`config.mk`:
```
export PLATFORM = sky130hd
export DESIGN_NAME = dmem_arbiter
export DESIGN_NICKNAME = d
export VERILOG_FILES = /design/src/rtl/dmem_arbiter.sv
export SDC_FILE = /design/constraint.sdc
export NUM_CORES = 1
export LEC_CHECK = 0
export ABC_AREA = 1
export BUFFER_PORTS_ARGS = -buffer_cell sky130_fd_sc_hd__buf_2
export CELL_PAD_IN_SITES_DETAIL_PLACEMENT = 1
export CELL_PAD_IN_SITES_GLOBAL_PLACEMENT = 1
export CORE_MARGIN = 2
export CORE_UTILIZATION = 16
export CTS_CLUSTER_DIAMETER = 50
export CTS_CLUSTER_SIZE = 8
export DETAILED_ROUTE_END_ITERATION = 16
export PLACE_DENSITY = 0.94
export SLEW_MARGIN = 30
export SYNTH_ARGS = -nofsm -noshare
export SYNTH_HDL_FRONTEND = slang
export SYNTH_SLANG_ARGS = --single-unit
```
`constraint.sdc`:
```
create_clock -name clk -period 3 [get_ports clk]
set_input_delay 0.6 -clock clk [delete_from_list [all_inputs] [get_ports clk]]
set_output_delay 0.6 -clock clk [all_outputs]
set_load 0.01 [all_outputs]
```
`src/rtl/dmem_arbiter.sv`:
```
// Two-port (CPU A / loader-debug B) arbiter in front of a single-ported data memory.
// Latency: grant is combinational in the request cycle; read data returns with rvalid one cycle later.
// Backpressure: a requester holds its fields until its gnt is high; B may lock the memory (b_lock), and the
//   optional starvation counter (`DMEM_ARB_STARVE_EN`, limit STARVE_LIMIT) forces a B grant after repeated A wins.
module dmem_arbiter #(
  parameter int unsigned STARVE_LIMIT = 8
) (
  input  logic        clk,
  input  logic        nrst,
  // port A (CPU)
  input  logic        a_req,
  input  logic [3:0]  a_we,
  input  logic [9:0]  a_addr,
  input  logic [31:0] a_wdata,
  output logic        a_gnt,
  output logic        a_rvalid,
  output logic [31:0] a_rdata,
  // port B (loader / debug)
  input  logic        b_req,
  input  logic        b_lock,
  input  logic [3:0]  b_we,
  input  logic [9:0]  b_addr,
  input  logic [31:0] b_wdata,
  output logic        b_gnt,
  output logic        b_rvalid,
  output logic [31:0] b_rdata,
  // memory side
  output logic [3:0]  dm_write,
  output logic [9:0]  data_addr,
  output logic [31:0] data_in,
  input  logic [31:0] data_out
);

  typedef enum logic [1:0] {
    IDLE     = 2'd0,
    A_ACT    = 2'd1,
    B_ACT    = 2'd2,
    B_LOCKED = 2'd3
  } state_t;

  // A limit outside the 8-bit counter range can never be matched, so reject it at elaboration.
  if (STARVE_LIMIT < 1 || STARVE_LIMIT > 255) begin : g_bad_starve_limit
    $error("dmem_arbiter: STARVE_LIMIT must be in 1..255");
  end

  state_t state_q, state_d;
  logic   a_rvalid_q, a_rvalid_d;
  logic   b_rvalid_q, b_rvalid_d;
  logic   starve_force;

`ifdef DMEM_ARB_STARVE_EN
  localparam logic [7:0] LIMIT8 = 8'(STARVE_LIMIT);

  logic [7:0] starve_cnt_q, starve_cnt_d;

  assign starve_force = (starve_cnt_q == LIMIT8);

  // Count consecutive A wins while B waits; any B grant or an idle B clears it.
  always_comb begin
    starve_cnt_d = starve_cnt_q;
    if (!b_req || b_gnt) begin
      starve_cnt_d = 8'd0;
    end else if (a_gnt) begin
      starve_cnt_d = starve_cnt_q + 8'd1;
    end
  end

  // Starvation counter register.
  always_ff @(posedge clk or negedge nrst) begin
    if (!nrst) begin
      starve_cnt_q <= 8'd0;
    end else begin
      starve_cnt_q <= starve_cnt_d;
    end
  end
`else
  assign starve_force = 1'b0;
`endif

  // Grant decision: a lock hands the memory to B exclusively, otherwise A wins unless B is being starved.
  // Grants are held low while reset is asserted.
  always_comb begin
    a_gnt = 1'b0;
    b_gnt = 1'b0;
    if (nrst) begin
      if (state_q == B_LOCKED) begin
        b_gnt = b_req;
      end else if (a_req && !(b_req && starve_force)) begin
        a_gnt = 1'b1;
      end else begin
        b_gnt = b_req;
      end
    end
  end

  // Next state follows the grant just made; no grant (including a lock release) returns to IDLE.
  always_comb begin
    state_d    = IDLE;
    a_rvalid_d = a_gnt && (a_we == 4'd0);
    b_rvalid_d = b_gnt && (b_we == 4'd0);
    if (a_gnt) begin
      state_d = A_ACT;
    end else if (b_gnt) begin
      state_d = b_lock ? B_LOCKED : B_ACT;
    end
  end

  // FSM and read-return flags; reset drops any read still in flight.
  always_ff @(posedge clk or negedge nrst) begin
    if (!nrst) begin
      state_q    <= IDLE;
      a_rvalid_q <= 1'b0;
      b_rvalid_q <= 1'b0;
    end else begin
      state_q    <= state_d;
      a_rvalid_q <= a_rvalid_d;
      b_rvalid_q <= b_rvalid_d;
    end
  end

  // Memory-side mux: only the granted port drives the memory, and only in its grant cycle.
  always_comb begin
    dm_write  = 4'd0;
    data_addr = 10'd0;
    data_in   = 32'd0;
    if (a_gnt) begin
      dm_write  = a_we;
      data_addr = a_addr;
      data_in   = a_wdata;
    end else if (b_gnt) begin
      dm_write  = b_we;
      data_addr = b_addr;
      data_in   = b_wdata;
    end
  end

  assign a_rvalid = a_rvalid_q;
  assign b_rvalid = b_rvalid_q;
  assign a_rdata  = a_rvalid_q ? data_out : 32'd0;
  assign b_rdata  = b_rvalid_q ? data_out : 32'd0;

endmodule
```
**After elaboration in Yosys (flattened, before gate mapping)**

Index checks and enable logic that the tools add are counted.

- Equality and inequality tests: 1
- Multiplexer cells: 17
- Reduce and logical (&&, ||, !) cells: 4

Operators by type and width:

| operator | number |
|---|---|
| 32-bit 2-to-1 mux | 4 |
| 10-bit 2-to-1 mux | 2 |
| 4-bit zero test | 2 |
| 4-bit 2-to-1 mux | 2 |
| 1-bit 2-to-1 mux | 7 |
| 2-bit 2-to-1 mux | 2 |
| 2-bit equality test, second input constant | 1 |
| 1-bit logical AND | 2 |

- Flip-flop bits (word level): 4
- Output and inout port bits: 114

**Depth between registers and ports, before layout**

- Depth after elaboration: 5
- Gate-level depth with buffers: 6

**Least setup slack after synthesis**

Ideal clock, no wire load.

- Kind: input port to output port
- Start: in a_req
- End: out data_addr[0]
- Arrival: 1148 ps
- Data required time: 2400 ps
- Setup slack: 1252 ps
- Stages: 4
- Buffers on the path: 2
- Cell sequence: buf_2 buf_2 nand4_1 nand2_1

- Cells in the longest elaborated chain, start to end: 5
- Elaborated cells on any way between the ends: 8

RTL lines:

| item | line | text |
|---|---|---|
| from (decl) | 11 | `input logic a_req,` |
| 1-bit 2-to-1 mux | 88 | `end else if (a_req && !(b_req && starve_force)) begin` |
| 1-bit 2-to-1 mux | 86 | `if (state_q == B_LOCKED) begin` |
| 1-bit 2-to-1 mux | 85 | `if (nrst) begin` |
| 10-bit 2-to-1 mux | 130 | `end else if (b_gnt) begin` |
| 10-bit 2-to-1 mux (*) | 126 | `if (a_gnt) begin` |
| to (decl) | 29 | `output logic [9:0] data_addr,` |

Every way passes the cells marked *; elsewhere a longest branch is shown, timed or not.

**Worst setup path in the final report**

- Start: in nrst
- End: out a_gnt

- Cells in the longest elaborated chain, start to end: 1

RTL lines:

| item | line | text |
|---|---|---|
| from (decl) | 9 | `input logic nrst,` |
| 1-bit 2-to-1 mux | 85 |  |
| to (decl) | 15 | `output logic a_gnt,` |

Every way passes these cells.

==> metrics.csv <==
stage;metric;value;unit
clock_network;post-CTS setup repair buffer count;0;
setup_path;startpoint types;input pin;
place;Detail Placement HPWL;6.68;mm
run;max capacitance violation total;0;
setup_path;Crit Path Class;in -> out;
setup_path;critical path's slowest cell;buf_4;
sta;Final Max Tran Viols;0;
pwr;Leakage;2.34;nW
clock_network;CTS max path bufs;2;
grt;GR Overflow Total;0;
routing;First-pass DRT Iterations;4;
routing;total routed wirelength;8.18;mm
finish;Sequential cell area;100;sq um
finish;multi-input logic area;988;sq um
finish;synth-to-layout area growth;86.3;%
sta;period utilization;73.5;%
sta;Fin Setup TNS;0;ps
routing;via/cell ratio;4.31;
logic_synthesis;Mapped Area;1520;sq um
grt;gr usage total;14.1;%
clock_network;worst skew pair latency;210;ps
logic_synthesis;Syn Inst Count;320;
floorplan;CORE AREA;9240;sq um
logic_synthesis;YS warnings;0;
setup_path;Top cell by count, worst path;buf_2;
clock_network;CTS Root Cell;clkbuf_8;
clock_network;Clock transition at path regs;30;ps
finish;commonest cells after routing, fill and taps aside;buf_2 (242), nand2_1 (118), inv_1 (67);
worst_hold_path;Min-Delay Path Class;in -> async;
clock_network;Hold Buf Count CTS;0;
finish;Nets;673;
grt;global-route wire length before repair;12.0;mm
setup_path;WP data arrival;1610;ps
clock_network;H-tree Lvls;1;
pwr;Peak VDD IR;0.0000697;V
place;Placer Congestion;0.746;
setup_path;Worst setup EP type;output port;
floorplan;Die H;101;um
sta;setup violators final;0;
clock_network;TritonCTS clock tree;built;
floorplan;Core Rows;35;
routing;Residual DRC;0;
setup_path;slowest stage delay, CP;460;ps
floorplan;Starting Density;16.4;%
floorplan;I/O Pins;243;
clock_network;cts bufs inserted;3;
logic_synthesis;Synth Register Bits;4;
sta;achievable frequency;453;MHz
finish;commonest non-fill, non-tap cell in the layout;buf_2;
sta;Slew Limit Headroom;63.2;%
finish;layout cells sized above 1;46.9;%
floorplan;total die area;10300;sq um
routing;final antenna-violating net count;0;
finish;antenna cell count;0;
place;IO buf count;242;
logic_synthesis;Synth top area share;29.2;%
sta;unrepaired setup endpoints after global routing;false;
clock_network;CTS sink count;4;
routing;Vias;2893;
finish;final core occ;30.6;%
setup_path;CP required;2400;ps
logic_synthesis;post-synthesis sequential area ratio;6.59;%
logic_synthesis;synthesized net count;449;
grt;largest net degree at the start of global routing;52;
logic_synthesis;synth top area cells;nand2_1 (29%), nand4_1 (19%), inv_1 (17%), nand3_1 (15%), buf_2 (6.6%);
logic_synthesis;post-synth top area cell;nand2_1;
grt;initial antenna violation count;0;
setup_path;crit-path cells;buf_2 > buf_4 > nand3_1 > inv_1 > buf_2;
sta;Worst Clk Skew;2.11;ps
grt;number of global-route vias before repair;2600;
routing;WL/cell;12.2;um
setup_path;Worst Path Max Fanout;51;
sta;Final Hold Fails;0;
sta;crit path time final;2210;ps
floorplan;Die Wd;101;um
logic_synthesis;syn avg cell area;4.75;sq um
pwr;PD cells;153;nW/um^2
clock_network;CTS-repair resized insts;0;
status;status;finished, final reports clean;
routing;1st-iter DRT viols;93;
finish;Layout fillers;1337;
logic_synthesis;distinct cell type count after synthesis;11;
sta;Tightest Pin Transition;552;ps
[path summary, 6_finish.rpt]
kind                                 startpoint                   end  slack (ps)  cells after the start
setup / recovery                           nrst                 a_gnt         790                      5
hold / removal                             nrst    b_rvalid$_DFF_PN0_         500                      2
setup reg to reg           state_q[0]$_DFF_PN0_    b_rvalid$_DFF_PN0_        1750                      5
hold reg to reg            state_q[1]$_DFF_PN0_    a_rvalid$_DFF_PN0_         910                      4
max in group asynchronous                  nrst    a_rvalid$_DFF_PN0_        2140                      2
min in group clk                         b_lock  state_q[0]$_DFF_PN0_         640                      3
[power breakdown]
group,total (mW),leakage [nW],switching (mW),internal (mW)
sequential,0.0566,0.0538,0.000446,0.0561
combinational,0.264,2.26,0.144,0.120
clock,0.111,0.0216,0.0261,0.0854
[synth_stat cells, drive strengths merged]
cell type,number
dfrtp,4
nand2,118
inv,68
nor2,6
clkbuf,3
buf,28
nand4,46
nand3,47
[registers in the layout, indices dropped and copies added, names as in the netlist]
| register | count |
|---|---|
| a_rvalid | 1 |
| b_rvalid | 1 |
| state_q | 2 |
[per-stage QoR]
step	total power [mW]	hold WS (ps)	cell area, sq um	instances	setup WS (ps)
3_5_place_dp	0.324	714	2790	668	808
3_3_place_gp	0.319	699	2790	668	823
5_1_grt	0.469	523	2830	671	662
2_1_floorplan	0.176	304	1520	320	1250
4_1_cts	0.440	485	2830	671	803
6_report	0.432	497	2830	671	794
[kinds of logic (layout without fill, tap and decap cells)]
family / count (synthesis) / in the layout / share of synthesized area (%)
buffers and inverters: 99 / 321 / 28.3
DFF: 4 / 4 / 6.59
and+or+nand+nor: 217 / 217 / 65.1
[routing by layer]
layer  up-vias  share of wire [%]  GRT usage (%)
met4         0                1.1           3.33
met5         -                  0              0
met1      1278                 37           15.2
met3         8                 12           3.73
met2       159                 50           27.2
li1       1448                  -              -
[final cells by class]
| type | instances | area share (%) |
|---|---|---|
| clock buffers | 3 | 1.46 |
| inverters | 68 | 9.02 |
| multi-input cells | 217 | 34.9 |
| flip-flops and latches | 4 | 3.54 |
| well taps | 129 | 5.70 |
| repair buffers | 250 | 45.4 |
[critical path: cells and delay by family]
family,cells,cell delay (ps)
buffers and inverters,4,760
and+or+nand+nor,1,210
Power figures use the tool's default switching activity.
